`src/rtl/fetch_stage_pipe.sv`:
```
// fetch_stage_pipe: MIPS instruction-fetch stage with PC register, next-PC select and IF/ID register.
// Rev 1.0 -- initial release.
`default_nettype none

module fetch_stage_pipe #(
  parameter logic [31:0] RESET_VEC  = 32'h0000_3000,
  parameter logic [31:0] EXC_VEC    = 32'h0000_4180,
  parameter logic [31:0] IMEM_BASE  = 32'h0000_3000,
  parameter int unsigned IMEM_WORDS = 4096,
  parameter bit          DELAY_SLOT = 1'b1
) (
  input  logic        Clk,
  input  logic        Reset,
  input  logic        Stall,
  input  logic        BranchTaken,
  input  logic [1:0]  JSel,
  input  logic [31:0] JrTarget,
  input  logic        ExcReq,
  input  logic        EretReq,
  input  logic [31:0] EPC,
  output logic [31:0] IMemAddr,
  input  logic [31:0] IMemRdata,
  output logic [31:0] InstrD,
  output logic [31:0] PCD,
  output logic [31:0] PC4D,
  output logic        ValidD,
  output logic        ExcD,
  output logic [4:0]  ExcCodeD
);

  localparam logic [32:0] c_imem_end  = {1'b0, IMEM_BASE} + (33'(IMEM_WORDS) * 33'd4);
  localparam logic [4:0]  c_exc_adel  = 5'd4;

  logic [31:0] r_pc;
  logic [31:0] r_instr;
  logic [31:0] r_pcd;
  logic [31:0] r_pc4d;
  logic        r_valid;
  logic        r_exc;
  logic [4:0]  r_exccode;

  logic [31:0] w_pc4;
  logic [31:0] w_br_off;
  logic [31:0] w_br_tgt;
  logic [31:0] w_j_tgt;
  logic        w_id_ok;
  logic        w_redirect;
  logic [31:0] w_tgt;
  logic        w_fault;
  logic [31:0] w_pc_next;

  assign w_pc4    = r_pc + 32'd4;
  assign w_br_off = {{14{r_instr[15]}}, r_instr[15:0], 2'b00};
  assign w_br_tgt = r_pc4d + w_br_off;
  assign w_j_tgt  = {r_pc4d[31:28], r_instr[25:0], 2'b00};

  // A bubble or a faulted fetch in IF/ID must never steer the PC.
  assign w_id_ok  = r_valid & ~r_exc;

  always_comb begin
    w_redirect = 1'b0;
    w_tgt      = w_br_tgt;
    case (JSel)
      2'b01: begin
        w_redirect = w_id_ok;
        w_tgt      = w_j_tgt;
      end
      2'b10: begin
        w_redirect = w_id_ok;
        w_tgt      = JrTarget;
      end
      default: begin
        w_redirect = w_id_ok & BranchTaken;
        w_tgt      = w_br_tgt;
      end
    endcase
  end

  assign w_fault = (r_pc[1:0] != 2'b00) | (r_pc < IMEM_BASE) | ({1'b0, r_pc} >= c_imem_end);

  always_comb begin
    w_pc_next = w_pc4;
    if (ExcReq)
      w_pc_next = EXC_VEC;
    else if (EretReq)
      w_pc_next = EPC;
    else if (Stall)
      w_pc_next = r_pc;
    else if (w_redirect)
      w_pc_next = w_tgt;
  end

  always_ff @(posedge Clk) begin
    if (Reset)
      r_pc <= RESET_VEC;
    else
      r_pc <= w_pc_next;
  end

  // Bubbles keep the current PC so a later exception still has a meaningful EPC.
  always_ff @(posedge Clk) begin
    if (Reset) begin
      r_instr   <= 32'd0;
      r_pcd     <= 32'd0;
      r_pc4d    <= 32'd0;
      r_valid   <= 1'b0;
      r_exc     <= 1'b0;
      r_exccode <= 5'd0;
    end else if (ExcReq || EretReq || (!Stall && w_redirect && (DELAY_SLOT == 1'b0))) begin
      r_instr   <= 32'd0;
      r_pcd     <= r_pc;
      r_pc4d    <= w_pc4;
      r_valid   <= 1'b0;
      r_exc     <= 1'b0;
      r_exccode <= 5'd0;
    end else if (!Stall) begin
      r_instr   <= w_fault ? 32'd0 : IMemRdata;
      r_pcd     <= r_pc;
      r_pc4d    <= w_pc4;
      r_valid   <= 1'b1;
      r_exc     <= w_fault;
      r_exccode <= w_fault ? c_exc_adel : 5'd0;
    end
  end

  assign IMemAddr = r_pc;
  assign InstrD   = r_instr;
  assign PCD      = r_pcd;
  assign PC4D     = r_pc4d;
  assign ValidD   = r_valid;
  assign ExcD     = r_exc;
  assign ExcCodeD = r_exccode;

endmodule

`default_nettype wire

```
`config.mk`:
```
export PLATFORM = sky130hd
export DESIGN_NAME = fetch_stage_pipe
export DESIGN_NICKNAME = d
export VERILOG_FILES = /design/src/rtl/fetch_stage_pipe.sv
export SDC_FILE = /design/constraint.sdc
export NUM_CORES = 1
export LEC_CHECK = 0
export ABC_AREA = 1
export ABC_CLOCK_PERIOD_IN_PS = 2500
export CAP_MARGIN = 40
export CORE_MARGIN = 4
export CORE_UTILIZATION = 51
export CTS_BUF_LIST = sky130_fd_sc_hd__clkbuf_2
export CTS_CLUSTER_DIAMETER = 80
export DETAILED_ROUTE_END_ITERATION = 8
export HOLD_SLACK_MARGIN = 0.12
export PLACE_DENSITY_LB_ADDON = 0.08
export SYNTH_ARGS = -nofsm -noshare
export SYNTH_HDL_FRONTEND = slang
export SYNTH_SLANG_ARGS = --single-unit
```
`constraint.sdc`:
```
create_clock -name Clk -period 2.5 [get_ports Clk]
set_input_delay 0.5 -clock Clk [delete_from_list [all_inputs] [get_ports Clk]]
set_output_delay 0.5 -clock Clk [all_outputs]
set_load 0.005 [all_outputs]
```
After elaboration in Yosys (flattened, before gate mapping) --
Index checks and enable logic that the tools add are counted.
Storage, ports and cells: word-level logic and storage cells 39, register bits after elaboration 135
Operators by class: multiplexer cells 12, reduce and logical (&&, ||, !) cells 5, equality and inequality tests 5, bitwise logic cells 5, add/subtract/negate cells 2, $lt $le $gt $ge 2
Operator list (count):
- $mux W32 | 8
- $pmux W32 S2 | 1
- $add A32 B3 Y32 const B | 1
- $add A32 B32 Y32 | 1
- $ge A32 B15 Y1 const B | 1
- $lt A32 B14 Y1 const B | 1
- $mux W15 | 1
- $reduce_or A2 Y1 | 3
- $ne A2 B1 Y1 const B | 2
- $mux W3 | 1
- $ne A3 B1 Y1 const B | 1
- $and A1 B1 Y1 | 2
- $eq A2 B1 Y1 const B | 1
- $eq A2 B2 Y1 const B | 1
- $or A1 B1 Y1 | 2
- $reduce_bool A2 Y1 | 1
- $logic_or A1 B1 Y1 | 1
- $mux W1 | 1
- $not A1 Y1 | 1

Depth between registers and ports, before layout --
Gate-level depths: netlist of run 1.
depth in word-level cells 8, mapped depth 15, gate-level depth less buffers 15

Worst setup path after synthesis of run 1 --
No wires, ideal clock.
path kind flip-flop to flip-flop, start register r_instr[15], in the netlist InstrD[15], end register r_pc[28], in the netlist IMemAddr[28], setup time 0.070 ns, data arrival time 2.027 ns, cell stages (with the launch flop) 13, path slack 0.403 ns, buffers on the path 0, clock period less this slack 2.097 ns, cells stage by stage dfxtp_1 > ha_1 > nand2_1 > inv_1 > a21oi_1 > nand2_1 > a21oi_1 > nand2_1 > nand2_1 > nand3_1 > nand2_1 > nand3_1 > a21oi_1
Between the ends: word-level cells in the longest chain between the ends 5
Ends and longest elaborated chain:
- start, declared | line 35 | logic [31:0] r_instr;
- start signal, assigned | line 117 | r_instr <= w_fault ? 32'd0 : IMemRdata;
- $add A32 B32 Y32 | line 54 | assign w_br_tgt = r_pc4d + w_br_off;
- $pmux W32 S2 | line 63 | case (JSel)
- $mux W32 | line 89 | else if (w_redirect)
- $mux W32 | line 87 | else if (Stall)
- $mux W32 | line 85 | else if (EretReq)
- end signal, assigned | line 97 | r_pc <= w_pc_next;
- end, declared | line 34 | logic [31:0] r_pc;
No other way between the ends. The select of a mux whose other input is x is not followed. A chain may end at the register's enable or synchronous reset.

Worst setup path in the final report of run 1 --
start register r_pc[13], in the netlist IMemAddr[13], end output IMemAddr[13]
RTL lines:
- end, declared | line 21 | output logic [31:0] IMemAddr,
No word-level cell between the ends.

==> run_results.csv, run 1 <==
group,metric,value,unit
die,ios,239,
die,die-area,19200,sq um
grt,grt_max_degree,68,
synthesis,synthCells,1386,
synthesis,synth-async-reset-ratio,0,%
die,rows,47,
grt,overflow,0,
sta,grt_setup_unrepaired,"false",
clock_tree,cts_made_buffers,17,
synthesis,yosys_register_bits,128,
drt,viasPerCell,5.68,
placement,dp_hpwl,27500,um
drt,drtPass1Iterations,6,
sta,slew_viol_final,0,
grt,antenna_found_initial,1,
setup_path,critPathKind,"flop to primary output",
clock_tree,cts_tree,"yes",
clock_tree,clkLatencyLatePin,800,ps
placement,routabilityCongestion,0.980,
grt,grt_use_met3,6.93,%
sta,period_needed,2460,ps
run,drv_cap,0,
synthesis,ys_warn_count,0,
grt,busiest_layer,"met2",
grt,grt_pass1_vias,10258,
setup_path,rr_worst_depth,16,
sta,min_period_over_period,98.2,%
layout,drive_gt1_share,7.70,%
synthesis,ys_types,50,
min_path,whs_path_depth,3,
grt,grtUsageTotal,35.3,%
setup_path,worst_setup_path_start_kind,"flop",
grt,grt_pass1_wl,54600,um
pwr,p_per_area,395,nW/um^2
setup_path,crit_start,"IMemAddr[13]$_SDFFE_PP1P_",
drt,drc_errors,0,
synthesis,synth-main-ff-cell,"dfxtp_1",
drt,ant_nets,0,
layout,stdcell_count,1870,
status,status,"completed",
setup_path,critical_path.cell_chain,"clkdlybuf4s50_1",
setup_path,arrival,1960,ps
placement,port-buffer-count,234,
setup_path,timing.rr.start,"InstrD[0]$_SDFFE_PP0N_",
clock_tree,cts_max_level,4,
layout,nets,1774,
die,die_x,139,um
drt,wl,34900,um
layout,post-route-util,71.3,%
sta,relSlewSlack,62.4,%
pwr,peakVddDrop,0.326,mV
clock_tree,clock_sinks,128,
die,die-height,139,um
sta,setup_viol,0,
drt,wire_per_inst,18.6,um
synthesis,synth_enable_flop_cells,0,
clock_tree,cts_root_buf,"clkbuf_2",
setup_path,critPathBufInv,1,
sta,max_freq,407,MHz
layout,area_delta_synth_final,36.2,%
setup_path,slowest_stage,"dfxtp_1",
drt,num_vias,10620,
grt,use_met2,58.6,%
pwr,p_leak,5.39,nW
setup_path,crit_fanout,7,
layout,fillers,1509,
setup_path,slowest_delay,610,ps
die,initial_core_util,52.3,%
grt,use_met1,44.4,%
clock_tree,cts_buffer_depth,2,
sta,worst_pin_slew,559,ps
placement,placed_cells,1836,
setup_path,crit_family,"flip-flops",
clock_tree,cts_hold_buffers,0,
synthesis,syn_avg_cell_area,6.28,sq um
setup_path,cp.required,2000,ps
drt,drtIter0Drc,1105,
min_path,hold_class,"input pin to flop",
setup_path,cp.depth,1,
sta,hold_violations,0,
setup_path,end_kind,"primary output",
die,core,16600,sq um
clock_tree,clk_pin_slew_worst_paths,210,ps
min_path,hold_start,"IMemRdata[30]",
sta,hold_slack,246,ps
sta,clock_skew,50.3,ps
synthesis,mappedNetlistArea,8710,sq um
synthesis,ys_seq_area_share,29.4,%
## where the power goes
part	switching [mW]	total [mW]	internal (mW)	leakage (nW)
combinational	0.503	0.979	0.476	4.19
sequential	0.0867	2.21	2.12	1.04
clock	0.921	1.50	0.580	0.157
## path summary, 6_finish.rpt
path / endpoint / slack [ps]
hold reg to reg: InstrD[30]$_SDFFE_PP0N_ / 480
setup reg to reg: IMemAddr[24]$_SDFFE_PP0P_ / 140
setup / recovery: IMemAddr[13] / 40
hold / removal: InstrD[30]$_SDFFE_PP0N_ / 250
## synthesized netlist by cell type (8+ instances only)
library cell | count | share of area (%)
nand3_1 | 104 | 6.0
buf_4 | 9 | 0.78
nor2_1 | 91 | 3.9
nand4_1 | 16 | 1.1
nor3_1 | 19 | 1.1
a31oi_1 | 18 | 1.3
clkbuf_1 | 31 | 1.3
buf_1 | 8 | 0.34
o21ai_0 | 80 | 4.6
inv_1 | 186 | 8.0
nand2_1 | 393 | 17
o21bai_1 | 17 | 1.5
a32oi_1 | 12 | 1.2
a21oi_1 | 121 | 7.0
o211ai_1 | 27 | 2.3
ha_1 | 33 | 4.7
buf_2 | 13 | 0.75
xor2_1 | 15 | 1.5
or2_2 | 11 | 0.79
dfxtp_1 | 128 | 29
## stage by stage
stage | setup TNS (ps) | setup slack, ps | total power [mW] | cell area, sq um
after floorplan | 0 | 403 | 2.66 | 8720
after global placement | -264 | -125 | 3.19 | 11600
after detailed placement | -590 | -168 | 3.20 | 11600
after CTS | 0 | 67.9 | 4.66 | 11800
after global routing | 0 | 0.875 | 4.85 | 11900
final | 0 | 44.3 | 4.69 | 11900
## cell families (layout without fill, tap and decap cells)
logic type,after synthesis,after routing,synth area share [%]
AND/OR/NAND/NOR,657,657,32.4
AO/OA/AOI/OAI,290,290,19.2
buffers and inverters,258,518,12.2
flip-flops,128,128,29.4
adder cells (fa/ha/maj),34,34,4.97
XOR/XNOR,18,18,1.81
other,1,5,0.0431
## layout by cell type, fill, tap and decap left out, drive strengths merged
master,synthesis,routed
nand2,395,395
clkdlybuf4s50,0,234
inv,191,195
dfxtp,128,128
a21oi,121,121
nand3,106,106
nor2,97,97
o21ai,86,86
buf,35,60
ha,33,33
o211ai,27,27
nor3,20,20
a31oi,18,18
clkbuf,31,18
o21bai,17,17
nand4,16,16
xor2,15,15
a32oi,12,12
or2,11,11
clkinv,1,6
nand3b,4,4
conb,1,4
xnor2,3,3
a22oi,3,3
bufinv,0,3
and2,2,2
a221oi,2,2
clkinvlp,0,2
a211oi,2,2
nor3b,2,2
nor4,2,2
diode,0,1
a21o,1,1
or3,1,1
a32o,1,1
nand2b,1,1
fa,1,1
## flip-flops by register name, summed over array words and instances, names as in the netlist, named ones only
register,cells
InstrD,32
PCD,32
IMemAddr,30
ExcCodeD,1
PC4D,30
ValidD,1
## routing by layer
metal	share of wire (%)	wire, um	vias to the layer above
met5	0	0	-
met4	4.8	1670	0
met3	9.5	3330	121
met2	46	16100	617
met1	39	13800	4856
li1	-	-	5026
## timing repair
item                       CTS  global route
setup endpoints to repair    0             8
gates resized for setup      0             5
buffers inserted             0             1
## area by class of cell
type / instances / area (sq um) / area share [%]
diodes: 1 / 2.50 / 0.0211
flip-flops and latches: 128 / 2560 / 21.6
well taps: 220 / 275 / 2.32
repair buffers: 294 / 2920 / 24.6
clock inverters: 14 / 179 / 1.51
clock buffers: 18 / 90.1 / 0.759
multi-input cells: 1003 / 5110 / 43.1
inverters: 192 / 726 / 6.12
(Power assumes the default switching activity.)
==> run 2, diff against run 1 <==
--- a/config.mk
+++ b/config.mk
@@ -13,6 +13,7 @@
 export CTS_BUF_LIST = sky130_fd_sc_hd__clkbuf_2
 export CTS_CLUSTER_DIAMETER = 80
 export DETAILED_ROUTE_END_ITERATION = 8
+export GPL_ROUTABILITY_DRIVEN = 0
 export HOLD_SLACK_MARGIN = 0.12
 export PLACE_DENSITY_LB_ADDON = 0.08
 export SYNTH_ARGS = -nofsm -noshare
==> run_results.csv, run 2 (same netlist as run 1, synthesis figures left out) <==
group,metric,value,unit
status,status,"finished with violations",
status,violations,"DRC",
drt,num_vias,10617,
pwr,p_leak,5.32,nW
sta,max_freq,418,MHz
die,die_x,139,um
grt,grt_use_met3,9.21,%
sta,min_period_over_period,95.7,%
sta,period_needed,2390,ps
grt,grtUsageTotal,34.2,%
setup_path,cp.required,2000,ps
clock_tree,cts_resized,1,
pwr,peakVddDrop,0.299,mV
setup_path,slowest_stage,"dfxtp_1",
setup_path,arrival,1890,ps
clock_tree,cts_tree,"yes",
layout,fillers,1524,
clock_tree,clkLatencyLatePin,770,ps
die,die-height,139,um
placement,placed_cells,1831,
clock_tree,cts_setup_buffers,0,
drt,drtPass1Iterations,9,
layout,layout_common_cells,"392 x nand2_1, 234 x clkdlybuf4s50_1, 186 x inv_1, 127 x dfxtp_1, 119 x a21oi_1",
sta,relSlewSlack,65.0,%
clock_tree,cts_hold_buffers,0,
layout,area_delta_synth_final,35.1,%
setup_path,critPathKind,"flop to primary output",
layout,nets,1768,
clock_tree,clk_pin_slew_worst_paths,210,ps
drt,wl,33700,um
grt,use_met1,42.9,%
die,ios,239,
setup_path,crit_family,"flip-flops",
min_path,hold_start,"IMemRdata[16]",
setup_path,crit_fanout,6,
layout,drive_gt1_share,7.55,%
grt,grt_pass1_vias,10097,
clock_tree,clock_sinks,128,
grt,grt_pass1_wl,53300,um
min_path,hold_class,"input pin to flop",
pwr,totalPowerFinal,4.45,mW
grt,busiest_layer,"met2",
placement,dp_hpwl,26500,um
setup_path,crit_start,"IMemAddr[26]$_SDFFE_PP0P_",
layout,final_common_cell,"nand2_1",
sta,setup_viol,0,
setup_path,critical_path.cell_chain,"clkdlybuf4s50_1",
setup_path,end_kind,"primary output",
clock_tree,cts_root_buf,"clkbuf_2",
drt,drtIter0Drc,1449,
setup_path,critPathBufInv,1,
die,rows,47,
run,drv_cap,0,
sta,slew_viol_final,0,
sta,hold_violations,0,
clock_tree,cts_buffer_depth,2,
drt,wire_per_inst,18.1,um
setup_path,worst_setup_path_start_kind,"flop",
clock_tree,cts_max_level,4,
layout,post-route-util,70.7,%
clock_tree,cts_made_buffers,17,
die,initial_core_util,52.3,%
placement,port-buffer-count,234,
drt,viasPerCell,5.69,
grt,antenna_found_initial,2,
grt,grt_max_degree,67,
sta,clock_skew,40.5,ps
pwr,p_per_area,379,nW/um^2
grt,overflow,0,
setup_path,timing.rr.start,"PC4D[2]$_SDFFE_PP0P_",
sta,worst_pin_slew,521,ps
die,die-area,19200,sq um
die,core,16600,sq um
drt,drc_errors,14,
drt,ant_nets,0,
sta,setup_tns,0,ps
layout,stdcell_count,1865,
grt,use_met2,54.4,%
setup_path,slowest_delay,580,ps
-- run 2: where the power goes --
group	internal, mW	switching (mW)	total, mW
sequential	2.12	0.0892	2.21
combinational	0.472	0.495	0.967
clock	0.376	0.897	1.27
-- run 2: worst paths after layout --
kind,end,cells after the start,slack [ps]
worst min register to register,InstrD[26]$_SDFFE_PP0N_,2,480
worst max-delay path,IMemAddr[26],1,110
worst min-delay path,InstrD[16]$_SDFFE_PP0N_,3,280
worst max register to register,IMemAddr[22]$_SDFFE_PP0P_,15,140
-- run 2: routing by layer --
layer | vias to the layer above | part of all wire, %
li1 | 5010 | -
met1 | 4785 | 39
met2 | 687 | 44
met3 | 135 | 12
met4 | 0 | 5.4
met5 | - | 0
-- run 2: final cells by class --
class,instances,area (sq um),area share (%)
antenna,2,5.00,0.0426
clock buffer,18,90.1,0.766
timing repair buffer,288,2850,24.2
multi-input combinational,1003,5120,43.5
clock inverter,14,133,1.13
tap,220,275,2.34
sequential,128,2560,21.8
inverter,192,726,6.17
-- run 2: per-stage QoR --
stage | instance area (sq um) | worst slack, ps | hold WS, ps
2_1_floorplan | 8720 | 403 | 454
3_3_place_gp | 11500 | -48.6 | 451
3_5_place_dp | 11500 | -57.3 | 459
4_1_cts | 11700 | 31.9 | 233
5_1_grt | 11800 | -0.937 | 233
6_report | 11800 | 107 | 276
==> run 3, diff against run 2 <==
--- a/config.mk
+++ b/config.mk
@@ -5,13 +5,11 @@
 export SDC_FILE = /design/constraint.sdc
 export NUM_CORES = 1
 export LEC_CHECK = 0
-export ABC_AREA = 1
 export ABC_CLOCK_PERIOD_IN_PS = 2500
 export CAP_MARGIN = 40
 export CORE_MARGIN = 4
-export CORE_UTILIZATION = 51
+export CORE_UTILIZATION = 49
 export CTS_BUF_LIST = sky130_fd_sc_hd__clkbuf_2
-export CTS_CLUSTER_DIAMETER = 80
 export DETAILED_ROUTE_END_ITERATION = 8
 export GPL_ROUTABILITY_DRIVEN = 0
 export HOLD_SLACK_MARGIN = 0.12
==> run_results.csv, run 3 <==
group,metric,value,unit
drt,wl,30800,um
sta,worst_pin_slew,518,ps
pwr,totalPowerFinal,4.64,mW
clock_tree,cts_buffer_depth,2,
clock_tree,clock_sinks,128,
pwr,p_leak,4.65,nW
sta,hold_slack,234,ps
sta,period_needed,2740,ps
setup_path,arrival,3440,ps
layout,final_common_cell,"clkdlybuf4s50_1",
placement,dp_hpwl,22500,um
sta,clock_skew,40.4,ps
layout,regArea,2580,sq um
clock_tree,clkLatencyLatePin,770,ps
die,die-height,132,um
pwr,p_per_area,394,nW/um^2
die,die-area,17400,sq um
status,violations,"setup timing",
sta,grt_setup_unrepaired,"true",
synthesis,yosysTopAreaCell,"dfxtp_1",
placement,port-buffer-count,234,
setup_path,critPathKind,"flop to flop",
layout,stdcell_count,1502,
die,die_x,132,um
setup_path,crit_fanout,3,
synthesis,synth_top_family_by_area,"compound AO/OA/AOI/OAI gates",
pwr,peakVddDrop,0.491,mV
sta,max_freq,365,MHz
die,rows,45,
clock_tree,clk_pin_slew_worst_paths,220,ps
grt,grt_pass1_wl,46500,um
die,ios,239,
synthesis,synth-simple-area-share,19.5,%
setup_path,cp.required,3210,ps
sta,hold_violations,0,
drt,ant_nets,0,
layout,nets,1439,
drt,drc_errors,0,
synthesis,synth_top_area_share,34.0,%
synthesis,synth_xor_area_share,6.04,%
layout,layout_common_cells,"232 x clkdlybuf4s50_1, 152 x buf_4, 114 x dfxtp_1, 112 x nand2_1, 109 x nor2_1",
clock_tree,cts_hold_buffers,0,
clock_tree,cts_made_buffers,17,
drt,wire_per_inst,20.5,um
synthesis,ys_seq_area_share,34.0,%
die,core,15100,sq um
synthesis,syn_avg_cell_area,7.83,sq um
synthesis,synth_compound_area_share,29.1,%
setup_path,end_kind,"flop",
synthesis,yosysMostFrequentCell,"dfxtp_1",
synthesis,synthAdderAreaFrac,5.74,%
layout,drive_gt1_share,21.4,%
clock_tree,cts_tree,"yes",
die,initial_core_util,49.8,%
grt,grtUsageTotal,33.4,%
grt,antenna_found_initial,1,
run,drv_cap,0,
clock_tree,cts_max_level,4,
synthesis,yosys_register_bits,128,
synthesis,synthCells,963,
layout,multi_input_comb_area,5030,sq um
synthesis,synth.area.top_cells,"dfxtp_1 34%, a21oi_1 7.2%, nand2_1 5.7%, ha_1 5.5%, nor2_1 5.5%",
grt,grt_pass1_vias,8778,
drt,viasPerCell,6.09,
grt,grt_max_degree,48,
synthesis,muxShareOfSynthArea,0.266,%
synthesis,synth_common_cells,"128 x dfxtp_1, 115 x nand2_1, 110 x nor2_1, 108 x a21oi_1, 66 x clkbuf_1",
layout,area_delta_synth_final,56.3,%
synthesis,synth-async-reset-ratio,0,%
sta,setup_viol,16,
sta,relSlewSlack,65.1,%
synthesis,synth-main-ff-cell,"dfxtp_1",
sta,min_period_over_period,109,%
min_path,hold_class,"input pin to flop",
drt,num_vias,9145,
sta,slew_viol_final,0,
drt,drtIter0Drc,864,
layout,fillers,1105,
placement,placed_cells,1456,
synthesis,ys_types,62,
synthesis,ys_warn_count,0,
status,status,"finished with violations",
synthesis,mappedNetlistArea,7540,sq um
synthesis,synth_enable_flop_cells,0,
clock_tree,cts_root_buf,"clkbuf_2",
setup_path,worst_setup_path_start_kind,"flop",
sta,fin_ws,-237,ps
grt,overflow,0,
drt,drtPass1Iterations,6,
-- run 3: cell types whose count changed after synthesis, sizes merged, moves of 21 or more --
cell,before,now
o211ai,27,2
and3,0,24
buf,35,14
a221oi,2,23
a211oi,2,40
clkbuf,31,66
o21ai,86,38
nand2,395,115
a22oi,3,36
inv,191,16
nand3,106,21
-- run 3: path summary, 6_finish.rpt --
| check | start | endpoint | slack, ps | cells past startpoint |
|---|---|---|---|---|
| setup / recovery | PC4D[3]$_SDFFE_PP0P_ | IMemAddr[23]$_SDFFE_PP0P_ | -240 | 12 |
| hold / removal | Reset | PC4D[8]$_SDFFE_PP0P_ | 230 | 3 |
| setup reg to reg | PC4D[3]$_SDFFE_PP0P_ | IMemAddr[23]$_SDFFE_PP0P_ | -240 | 12 |
| hold reg to reg | PCD[20]$_SDFFE_PP0P_ | PCD[20]$_SDFFE_PP0P_ | 470 | 2 |
-- run 3: repair_timing --
item | CTS | global route
resized for setup | 49 | 38
endpoints found under the hold margin | 0 | 0
endpoints found under the setup margin | 19 | 20
pin swaps | 37 | 44
buffers inserted | 7 | 11
cloned | 0 | 0
-- run 3: routing by layer --
| metal | routed length (um) | share of wire, % | GRT usage [%] |
|---|---|---|---|
| met1 | 11700 | 38 | 39.8 |
| met2 | 15000 | 49 | 56.9 |
| met3 | 2630 | 8.5 | 7.48 |
| met4 | 1490 | 4.8 | 16.4 |
| met5 | 0 | 0 | 0 |
-- run 3: cells by family (layout without fill, tap and decap cells) --
group	after synthesis	in the layout
muxes	2	2
AOI/OAI and AO/OA	325	325
xor gates and xnor gates	52	52
buffers and inverters	96	443
other	1	5
and+or+nand+nor	325	325
DFF	128	128
adders and majority gates	34	34
-- run 3: cell type report --
cell class	instances	area share (%)
Inverter	16	0.510
Clock inverter	14	1.39
Antenna cell	1	0.0213
Tap cell	188	2.00
Clock buffer	17	0.723
Sequential cell	128	22.0
Timing Repair Buffer	396	30.7
Multi-Input combinational cell	742	42.7
-- run 3: per-stage QoR --
step / area (sq um) / util, % / setup slack [ps] / TNS [ps]
after floorplan: 7610 / - / -20.2 / -24.5
after global placement: 11000 / 72.6 / -226 / -4170
after detailed placement: 11000 / 72.6 / -269 / -5630
after CTS: 11600 / 76.3 / -193 / -1640
after global routing: 11800 / 77.7 / -309 / -3540
final: 11800 / 77.7 / -237 / -1900
-- run 3: power by group --
group,switching [mW],internal (mW),leakage [nW],total (mW)
combinational,0.503,0.533,3.46,1.04
sequential,0.0677,2.11,1.05,2.18
clock,0.873,0.551,0.144,1.42
-- run 3: critical path, stage by stage, from the launching register on --
cell      delay [ps]
dfxtp_4          400
ha_4             270
a21oi_4           60
nand4b_1         250
a21oi_4          250
buf_6            130
buf_6            100
o221ai_4         130
a31oi_2          210
xor2_1           300
nand2_1           90
a221o_1          360
a21oi_1          150
